<file path="config.mk">
export PLATFORM = sky130hd
export DESIGN_NAME = sram_stream_port_master_flat
export DESIGN_NICKNAME = d
export VERILOG_FILES = /design/src/rtl/sram_stream_port_master_pkg.sv /design/src/rtl/sram_stream_port_master_if.sv /design/src/rtl/sram_stream_port_master_fifo.sv /design/src/rtl/sram_stream_port_master.sv /design/src/flat_wrapper.sv
export SDC_FILE = /design/constraint.sdc
export NUM_CORES = 1
export LEC_CHECK = 0
export CAP_MARGIN = 20
export CORE_MARGIN = 1.5
export CORE_UTILIZATION = 44
export CTS_CLUSTER_DIAMETER = 50
export CTS_CLUSTER_SIZE = 10
export DETAILED_ROUTE_END_ITERATION = 10
export PLACE_DENSITY_LB_ADDON = 0.08
export SLEW_MARGIN = 10
export SYNTH_ARGS = -nofsm -noshare
export SYNTH_HDL_FRONTEND = slang
export SYNTH_SLANG_ARGS = --single-unit
</file>
<file path="constraint.sdc">
create_clock -name CLK -period 4.55 [get_ports CLK]
set_clock_uncertainty 0.2 [all_clocks]
set_input_delay 0.91 -clock CLK [delete_from_list [all_inputs] [get_ports CLK]]
set_output_delay 0.91 -clock CLK [all_outputs]
set_load 0.02 [all_outputs]
</file>
<file path="src/rtl/sram_stream_port_master_pkg.sv">
// sram_stream_port_master_pkg: shared state encoding and constants for the SRAM stream port master
package sram_stream_port_master_pkg;
  localparam int AW_DEF = 10;
  localparam int DW_DEF = 32;
  localparam logic [1023:0] WEM_ONES = '1;
  typedef enum logic [2:0] {S_IDLE, S_WRITE, S_READ, S_DRAIN, S_FIN} state_t;
endpackage

</file>
<file path="src/rtl/sram_stream_port_master_if.sv">
// sram_stream_port_master_if: command, write/read stream and SRAM port signals of the stream master
interface sram_stream_port_master_if #(parameter int AW = 10, parameter int DW = 32);
  logic          cmd_valid;
  logic          cmd_ready;
  logic          cmd_write;
  logic [AW-1:0] cmd_addr;
  logic [AW:0]   cmd_len;
  logic          wr_valid;
  logic          wr_ready;
  logic [DW-1:0] wr_data;
  logic          rd_valid;
  logic          rd_ready;
  logic [DW-1:0] rd_data;
  logic          busy;
  logic          done;
  logic          sram_ce;
  logic [AW-1:0] sram_a;
  logic [DW-1:0] sram_d;
  logic          sram_we;
  logic [DW-1:0] sram_wem;
  logic [DW-1:0] sram_q;
  modport master (
    input  cmd_valid, cmd_write, cmd_addr, cmd_len, wr_valid, wr_data, rd_ready, sram_q,
    output cmd_ready, wr_ready, rd_valid, rd_data, busy, done, sram_ce, sram_a, sram_d, sram_we, sram_wem
  );
  modport slave (
    output cmd_valid, cmd_write, cmd_addr, cmd_len, wr_valid, wr_data, rd_ready, sram_q,
    input  cmd_ready, wr_ready, rd_valid, rd_data, busy, done, sram_ce, sram_a, sram_d, sram_we, sram_wem
  );
endinterface

</file>
<file path="src/rtl/sram_stream_port_master_fifo.sv">
// sram_rd_skid_fifo: 2-entry read-data buffer with registered head and occupancy count
module sram_rd_skid_fifo #(parameter int DW = 32) (
  input  logic          CLK,
  input  logic          RST,
  input  logic          push,
  input  logic          pop,
  input  logic [DW-1:0] din,
  output logic          valid,
  output logic [DW-1:0] dout,
  output logic [1:0]    count
);
  logic [DW-1:0] mem [2];
  logic wp, rp;
  always_ff @(posedge CLK or posedge RST) begin
    if (RST) begin
      mem[0] <= '0;
      mem[1] <= '0;
      wp     <= 1'b0;
      rp     <= 1'b0;
      count  <= 2'd0;
    end else begin
      if (push) begin
        mem[wp] <= din;
        wp      <= ~wp;
      end
      if (pop) rp <= ~rp;
      count <= count + {1'b0, push} - {1'b0, pop};
    end
  end
  assign valid = count != 2'd0;
  assign dout  = mem[rp];
endmodule

</file>
<file path="src/rtl/sram_stream_port_master.sv">
// sram_stream_port_master: turns burst commands into per-word SRAM accesses streamed over valid/ready
module sram_stream_port_master
  import sram_stream_port_master_pkg::*;
#(
  parameter int AW = AW_DEF,
  parameter int DW = DW_DEF
) (
  input logic CLK,
  input logic RST,
  sram_stream_port_master_if.master bus
);
  state_t state, state_n;
  logic [AW-1:0] addr;
  logic [AW:0]   rem;
  logic          inflight, wr_fire, rd_issue, pop, last;
  logic [1:0]    count;
  assign pop  = bus.rd_valid & bus.rd_ready;
  assign last = rem == (AW+1)'(1);
  always_comb begin
    state_n  = state;
    wr_fire  = state == S_WRITE && bus.wr_valid;
    // a word still in flight will land in the buffer, so it holds a slot already
    rd_issue = state == S_READ && ({1'b0, count} + {2'b0, inflight} - {2'b0, pop}) < 3'd2;
    case (state)
      S_IDLE:  if (bus.cmd_valid && bus.cmd_ready)
                 state_n = bus.cmd_len == '0 ? S_FIN : bus.cmd_write ? S_WRITE : S_READ;
      S_WRITE: if (wr_fire && last) state_n = S_FIN;
      S_READ:  if (rd_issue && last) state_n = S_DRAIN;
      S_DRAIN: if (count == 2'd0 && !inflight) state_n = S_FIN;
      default: state_n = S_IDLE;
    endcase
  end
  always_ff @(posedge CLK or posedge RST) begin
    if (RST) begin
      state    <= S_IDLE;
      addr     <= '0;
      rem      <= '0;
      inflight <= 1'b0;
    end else begin
      state    <= state_n;
      inflight <= rd_issue;
      if (state == S_IDLE && bus.cmd_valid) begin
        addr <= bus.cmd_addr;
        rem  <= bus.cmd_len;
      end else if (wr_fire || rd_issue) begin
        addr <= addr + 1'b1;
        rem  <= rem - 1'b1;
      end
    end
  end
  sram_rd_skid_fifo #(.DW(DW)) u_fifo (
    .CLK(CLK), .RST(RST), .push(inflight), .pop(pop), .din(bus.sram_q),
    .valid(bus.rd_valid), .dout(bus.rd_data), .count(count)
  );
  assign bus.cmd_ready = state == S_IDLE && !RST;
  assign bus.wr_ready  = state == S_WRITE;
  assign bus.busy      = state != S_IDLE;
  assign bus.done      = state == S_FIN;
  assign bus.sram_ce   = wr_fire | rd_issue;
  assign bus.sram_we   = wr_fire;
  assign bus.sram_a    = (wr_fire | rd_issue) ? addr : '0;
  assign bus.sram_d    = wr_fire ? bus.wr_data : '0;
  assign bus.sram_wem  = wr_fire ? WEM_ONES[DW-1:0] : '0;
endmodule

</file>
<file path="src/flat_wrapper.sv">
// flat-port wrapper written by rule: the top's interface ports become plain ports
module sram_stream_port_master_flat import sram_stream_port_master_pkg::*;
#(
  parameter int AW = AW_DEF,
  parameter int DW = DW_DEF
)
  (CLK, RST, bus_cmd_valid, bus_cmd_write, bus_cmd_addr, bus_cmd_len, bus_wr_valid, bus_wr_data, bus_rd_ready, bus_sram_q, bus_cmd_ready, bus_wr_ready, bus_rd_valid, bus_rd_data, bus_busy, bus_done, bus_sram_ce, bus_sram_a, bus_sram_d, bus_sram_we, bus_sram_wem);
  sram_stream_port_master_if #(.AW(AW), .DW(DW)) bus_i ();
  input logic CLK;
  input logic RST;
  input wire logic [$bits(bus_i.cmd_valid)-1:0] bus_cmd_valid;
  input wire logic [$bits(bus_i.cmd_write)-1:0] bus_cmd_write;
  input wire logic [$bits(bus_i.cmd_addr)-1:0] bus_cmd_addr;
  input wire logic [$bits(bus_i.cmd_len)-1:0] bus_cmd_len;
  input wire logic [$bits(bus_i.wr_valid)-1:0] bus_wr_valid;
  input wire logic [$bits(bus_i.wr_data)-1:0] bus_wr_data;
  input wire logic [$bits(bus_i.rd_ready)-1:0] bus_rd_ready;
  input wire logic [$bits(bus_i.sram_q)-1:0] bus_sram_q;
  output wire logic [$bits(bus_i.cmd_ready)-1:0] bus_cmd_ready;
  output wire logic [$bits(bus_i.wr_ready)-1:0] bus_wr_ready;
  output wire logic [$bits(bus_i.rd_valid)-1:0] bus_rd_valid;
  output wire logic [$bits(bus_i.rd_data)-1:0] bus_rd_data;
  output wire logic [$bits(bus_i.busy)-1:0] bus_busy;
  output wire logic [$bits(bus_i.done)-1:0] bus_done;
  output wire logic [$bits(bus_i.sram_ce)-1:0] bus_sram_ce;
  output wire logic [$bits(bus_i.sram_a)-1:0] bus_sram_a;
  output wire logic [$bits(bus_i.sram_d)-1:0] bus_sram_d;
  output wire logic [$bits(bus_i.sram_we)-1:0] bus_sram_we;
  output wire logic [$bits(bus_i.sram_wem)-1:0] bus_sram_wem;
  assign bus_i.cmd_valid = bus_cmd_valid;
  assign bus_i.cmd_write = bus_cmd_write;
  assign bus_i.cmd_addr = bus_cmd_addr;
  assign bus_i.cmd_len = bus_cmd_len;
  assign bus_i.wr_valid = bus_wr_valid;
  assign bus_i.wr_data = bus_wr_data;
  assign bus_i.rd_ready = bus_rd_ready;
  assign bus_i.sram_q = bus_sram_q;
  assign bus_cmd_ready = bus_i.cmd_ready;
  assign bus_wr_ready = bus_i.wr_ready;
  assign bus_rd_valid = bus_i.rd_valid;
  assign bus_rd_data = bus_i.rd_data;
  assign bus_busy = bus_i.busy;
  assign bus_done = bus_i.done;
  assign bus_sram_ce = bus_i.sram_ce;
  assign bus_sram_a = bus_i.sram_a;
  assign bus_sram_d = bus_i.sram_d;
  assign bus_sram_we = bus_i.sram_we;
  assign bus_sram_wem = bus_i.sram_wem;
  sram_stream_port_master #(.AW(AW), .DW(DW)) u_core (.CLK(CLK), .RST(RST), .bus(bus_i));
endmodule
</file>
==> results of run 1 <==
## cell families after synthesis
| logic type | synth area share [%] |
|---|---|
| and+or+nand+nor | 14.2 |
| muxes | 21.7 |
| DFF | 46.6 |
| buffers and inverters | 7.87 |
| AOI/OAI and AO/OA | 7.42 |
| adders and majority gates | 1.65 |
| xor gates and xnor gates | 0.527 |
## stage by stage
| stage | hold slack, ps | area [µm²] | instances | util, % |
|---|---|---|---|---|
| 2_1_floorplan | 252 | 4990 | 438 | - |
| 3_3_place_gp | 268 | 7020 | 738 | 64.2 |
| 3_5_place_dp | 273 | 7020 | 738 | 64.2 |
| 4_1_cts | 300 | 7370 | 755 | 67.4 |
| 5_1_grt | 316 | 7320 | 756 | 67.0 |
| 6_report | 289 | 7320 | 756 | 67.0 |
## report_power, final
part	internal (W)	leakage [nW]	switching (W)	total, W
Combinational	0.00151	1.74	0.00131	0.00282
Clock	0.000473	0.151	0.000307	0.000780
Sequential	0.00124	1.09	0.000293	0.00154
Total	0.00322	2.98	0.00191	0.00514
## worst reg2reg max path, cell delays in order, from the launching register on
cell     delay (ps)
dfrtp_1         450
or2_2           340
and2_1          180
ha_1            290
inv_1            60
ha_1            130
inv_1            50
fa_2            350
xnor2_2         220
a31oi_4         130
buf_4           180
buf_4           120
buf_4           210
or4b_2          670
a31oi_1         180
## timing repair
item,in CTS,in global routing
setup endpoints to repair,11,10
resized for setup,31,11
endpoints found under the hold margin,0,0
pin swaps,1,1
buffers inserted,1,1
## metal layers
metal	up-vias	track usage [%]	wire length, µm
met2	114	34.5	6170
met1	1865	24.9	5060
met3	9	4.74	714
met5	-	0	0
li1	1877	-	-
met4	0	3.90	94
## worst paths after layout
kind	from	end	slack, ps	depth (start not counted)
worst min-delay path	u_core.u_fifo.wp$_DFFE_PP0P_	u_core.u_fifo.wp$_DFFE_PP0P_	290	1
max in group asynchronous	RST	u_core.u_fifo.count[1]$_DFF_PP0_	2890	3
min in group asynchronous	RST	u_core.u_fifo.mem[62]$_DFFE_PP0P_	860	3
worst max register to register	u_core.u_fifo.count[1]$_DFF_PP0_	u_core.rem[8]$_DFFE_PP0P_	730	14
worst min register to register	u_core.u_fifo.wp$_DFFE_PP0P_	u_core.u_fifo.wp$_DFFE_PP0P_	290	1
worst max-delay path	bus_rd_ready	bus_sram_a[0]	180	12
## layout make-up
class                   count  area [µm²]
clock buffers              12         267
clock inverters             4        53.8
fillers                   887        3610
inverters                  15        58.8
multi-input cells         274        2310
flip-flops and latches     93        2330
well taps                 140         175
repair buffers            218        2130
## flip-flops by register name, indices dropped and copies added, names as in the netlist
| name | cells |
|---|---|
| u_core.u_fifo.wp | 1 |
| u_core.state | 3 |
| u_core.rem | 11 |
| u_core.u_fifo.rp | 1 |
| u_core.addr | 10 |
| u_core.inflight | 1 |
| u_core.u_fifo.mem | 64 |
| u_core.u_fifo.count | 2 |
## synthesized netlist by cell type, types with 3 or more instances
cell type / instances
o21ai_0: 5
buf_2: 4
o31ai_1: 4
nor3b_1: 3
mux2_2: 96
ha_1: 5
inv_1: 14
buf_1: 6
a21o_1: 4
nor4_1: 4
nand4_1: 4
nor3_1: 8
dfrtp_1: 93
nand2_1: 15
a21oi_1: 3
clkbuf_1: 13
nor2_1: 16
and2_1: 42
buf_4: 32
o311ai_0: 3
a221o_1: 8
a31oi_1: 9
or3_1: 5
or4_1: 5
nand3_1: 4
==> results.sh, run 1 <==
export IMPL_status="finished clean"
export IMPL_io_buffers=203
export IMPL_hp_class="flop to flop"
export IMPL_crit_family="buffers and inverters"
export IMPL_critPathArrivalTime_ps=3260
export IMPL_wl_per_cell_um=15.9
export IMPL_synth_area_leaders="dfrtp_1 47%, mux2_2 22%, and2_1 5.3%"
export IMPL_htreeDepth=3
export IMPL_yosysTopAreaCellShare_pct=46.6
export IMPL_synth_top_flop_cell="dfrtp_1"
export IMPL_yosysTopAreaCell="dfrtp_1"
export IMPL_clock_latency_ps=330
export IMPL_syn_area_per_cell_um2=11.4
export IMPL_cp_required_ps=3440
export IMPL_fmax_mhz=229
export IMPL_p_leak_nw=2.98
export IMPL_cts_tree="done"
export IMPL_p_per_area_nw_per_um2=701
export IMPL_die_h_um=109
export IMPL_area_growth_pct=46.8
export IMPL_peakVddDrop_v=0.000362
export IMPL_cts_hold_buf=0
export IMPL_pre_cts_ws_ps=-399
export IMPL_start_util_pct=45.6
export IMPL_cp_slowest_stage_delay_ps=470
export IMPL_fin_crit_sh_pct=96.1
export IMPL_cts_path_max_buffers=2
export IMPL_drc=0
export IMPL_maxSlewHeadroom_pct=41.0
export IMPL_cts_buffers=9
export IMPL_maxCapViolCount=0
export IMPL_syn_nets=535
export IMPL_worstMarginPinSlew_ps=885
export IMPL_fin_tns_setup_ps=0
export IMPL_die_w_um=109
export IMPL_layout_nets=708
export IMPL_async_flop_share_pct=100
export IMPL_num_antenna_cells=0
export IMPL_worst_path_buf_inv=6
export IMPL_crit_fanout=15
export IMPL_num_rows=38
export IMPL_gp_congestion=0.825
export IMPL_dp_hpwl_um=8580
export IMPL_endpoint_kind="primary output"
export IMPL_num_vias=3865
export IMPL_period_minus_slack_ps=4370
export IMPL_cp_slowest_cell="fa_2"
export IMPL_final_cell_mix="192 x clkdlybuf4s50_1, 96 x mux2_2, 93 x dfrtp_1, 42 x and2_1, 16 x nor2_1"
export IMPL_cp_start_kind="input port"
export IMPL_synthDistinctLibCells=50
export IMPL_grt_pass1_vias=3921
export IMPL_clock_sinks=93
export IMPL_ioPinCount=204
export IMPL_ys_warnings_count=0
export IMPL_dr_pass1_iters=4
export IMPL_core_area_um2=10900
export IMPL_crit_chain="clkdlybuf4s50_1, and2_1, ha_1, inv_1, ha_1, inv_1, fa_2, a31oi_4, clkinv_2, buf_12, and2_1, buf_2"
export IMPL_clk_pin_slew_worst_paths_ps=60
export IMPL_dieArea_um2=12000
export IMPL_ant_nets=0
export IMPL_rsz0062_at_grt="no"
export IMPL_ys_seq_area_share_pct=46.6
export IMPL_grt_usage_pct=19.7
export IMPL_synth_seq_cells=93
export IMPL_first_iter_violations=142
export IMPL_hold_violations=0
export IMPL_finalPower_w=0.00514
export IMPL_synth_enable_flop_cells=0
export IMPL_finalMaxSlewViolations=0
export IMPL_antenna_found_initial=0
export IMPL_drive_above_1_share_pct=25.2
export IMPL_synthesis_area_um2=4990
export IMPL_synth_cells=438
export IMPL_worstSetupPathType="input port to primary output"
export IMPL_ctsRootBufferMaster="clkbuf_16"
export IMPL_totalWireLength_um=12000
export IMPL_grt_overflow_total=0
export IMPL_layout_commonest_cell="clkdlybuf4s50_1"
export IMPL_setup_viol=0
export IMPL_grt_max_degree=94
export IMPL_grt_pass1_wl_um=18700
export IMPL_setup_ws_ps=176
export IMPL_via_per_inst=5.11
(Power assumes the default switching activity.)
==> inputs of run 2 (changes only) <==
- CAP_MARGIN: 20 -> 30
- PLACE_DENSITY: unset -> 0.82
- PLACE_DENSITY_LB_ADDON: 0.08 -> unset
==> run 2 against run 1 <==
Clock power up 10%. Clock-buffer cell count down 2. Register-to-register slack gained 120 ps. Wire length rose by 7.7%. Design area increased by 0.12%. Fmax shrank 1.2%. Cell count unchanged. Non-clock buffer count unchanged. Die area unchanged. First-iteration DRC count grew 46%. Sequential power barely moved. Worst hold slack worse by 1.2 ps. Critical endpoint is now bus_sram_a[8]. Highest routed layer unchanged.
==> results.sh, run 2 (same netlist as run 1, synthesis figures left out) <==
export IMPL_fmax_mhz=226
export IMPL_core_area_um2=10900
export IMPL_first_iter_violations=208
export IMPL_endpoint_kind="primary output"
export IMPL_totalWireLength_um=13000
export IMPL_htreeDepth=3
export IMPL_hold_depth=1
export IMPL_top_layer="met4"
export IMPL_crit_fanout=2
export IMPL_hold_violations=0
export IMPL_regArea_um2=2330
export IMPL_layout_commonest_cell="clkdlybuf4s50_1"
export IMPL_die_h_um=109
export IMPL_num_antenna_cells=0
export IMPL_ant_nets=0
export IMPL_rrSetupSlack_ps=850
export IMPL_finalPower_w=0.00522
export IMPL_grt_max_degree=67
export IMPL_fill_cells=855
export IMPL_p_leak_nw=2.99
export IMPL_drt_met1_wl_um=5520
export IMPL_num_rows=38
export IMPL_gp_congestion=0.827
export IMPL_dieArea_um2=12000
export IMPL_fin_crit_sh_pct=97.3
export IMPL_start_util_pct=45.6
export IMPL_cts_buffers=9
export IMPL_worstMarginPinSlew_ps=800
export IMPL_hp_class="flop to flop"
export IMPL_die_w_um=109
export IMPL_multiInputGateArea_um2=2300
export IMPL_via_per_inst=5.27
export IMPL_final_cell_mix="192 x clkdlybuf4s50_1, 96 x mux2_2, 93 x dfrtp_1, 42 x and2_1, 16 x nor2_1"
export IMPL_setup_ws_ps=124
export IMPL_wl_met2_um=6540
export IMPL_dp_hpwl_um=9470
export IMPL_grt_overflow_total=0
export IMPL_drc=0
export IMPL_cp_required_ps=3440
export IMPL_route_met3_wl_um=737
export IMPL_status="finished clean"
export IMPL_clock_latency_ps=330
export IMPL_grt_pass1_vias=4001
export IMPL_dr_pass1_iters=4
export IMPL_ctsRootBufferMaster="clkbuf_16"
export IMPL_io_buffers=203
export IMPL_critPathArrivalTime_ps=3320
export IMPL_area_growth_pct=47.0
export IMPL_regMostFlops="u_core.u_fifo.mem"
export IMPL_largest_registers="u_core.u_fifo.mem x64, u_core.rem x11, u_core.addr x10"
export IMPL_post_cts_buffers=0
export IMPL_cts_tree="done"
export IMPL_wl_per_cell_um=17.1
export IMPL_cts_hold_buf=0
export IMPL_p_per_area_nw_per_um2=712
export IMPL_finalMaxSlewViolations=0
export IMPL_grt_pass1_wl_um=19700
export IMPL_num_vias=3981
export IMPL_antenna_found_initial=0
export IMPL_cp_start_kind="input port"
export IMPL_cts_path_max_buffers=2
export IMPL_grt_usage_pct=21.3
export IMPL_ff2ff_path_depth=13
export IMPL_drive_above_1_share_pct=24.7
export IMPL_clock_sinks=93
export IMPL_pre_cts_ws_ps=-311
export IMPL_ioPinCount=204
export IMPL_maxCapViolCount=0
export IMPL_maxSlewHeadroom_pct=46.6
export IMPL_largest_reg_flops=64
export IMPL_period_minus_slack_ps=4430
export IMPL_peakVddDrop_v=0.000341
export IMPL_setup_viol=0
export IMPL_clk_pin_slew_worst_paths_ps=60
export IMPL_layout_nets=708
export IMPL_worstSetupPathType="input port to primary output"
-- run 2: metrics by stage --
| step | utilization (%) | std cells | TNS, ps | instance area (µm²) | hold slack [ps] |
|---|---|---|---|---|---|
| final | 67.1 | 756 | 0 | 7330 | 288 |
| after global routing | 67.1 | 756 | -9.54 | 7330 | 306 |
| after CTS | 67.4 | 756 | 0 | 7370 | 292 |
| after detailed placement | 64.2 | 740 | -3020 | 7020 | 278 |
| after global placement | 64.2 | 740 | -2300 | 7020 | 280 |
| after floorplan | - | 438 | 0 | 4990 | 252 |
-- run 2: final timing paths --
kind,startpoint,endpoint
min,u_core.u_fifo.wp$_DFFE_PP0P_,u_core.u_fifo.wp$_DFFE_PP0P_
max reg2reg,u_core.u_fifo.count[1]$_DFF_PP0_,u_core.rem[8]$_DFFE_PP0P_
max,bus_rd_ready,bus_sram_a[8]
max in group asynchronous,RST,u_core.u_fifo.count[0]$_DFF_PP0_
min reg2reg,u_core.u_fifo.wp$_DFFE_PP0P_,u_core.u_fifo.wp$_DFFE_PP0P_
min in group asynchronous,RST,u_core.u_fifo.mem[47]$_DFFE_PP0P_
-- run 2: layer usage --
metal / vias up / GRT usage (%)
met2: 133 / 35.8
met5: - / 0
li1: 1880 / -
met1: 1951 / 27.8
met3: 17 / 3.79
met4: 0 / 6.86
-- run 2: critical path, stage by stage --
cell             delay (ps)
clkdlybuf4s50_1         400
and2_1                  150
ha_1                    290
inv_1                    70
ha_1                    140
inv_1                    50
fa_2                    350
xnor2_2                 190
a31oi_2                 140
buf_4                   170
nor2_1                  120
clkdlybuf4s15_1         320
-- run 2: area by class of cell --
type | instances | area share [%]
multi-input combinational | 274 | 31.4
timing repair buffer | 218 | 29.0
clock inverter | 6 | 1.59
inverter | 15 | 0.785
sequential | 93 | 31.7
tap | 140 | 2.39
clock buffer | 10 | 3.12
-- run 2: power breakdown --
part,switching (W),internal [W]
clock network,0.000317,0.000542
logic,0.00132,0.00149
registers,0.000311,0.00124
total,0.00195,0.00327
-- run 2: repair_timing --
action,CTS,global route
hold endpoints to repair,0,0
pin swaps,1,1
endpoints found under the setup margin,11,11
resized for setup,29,14
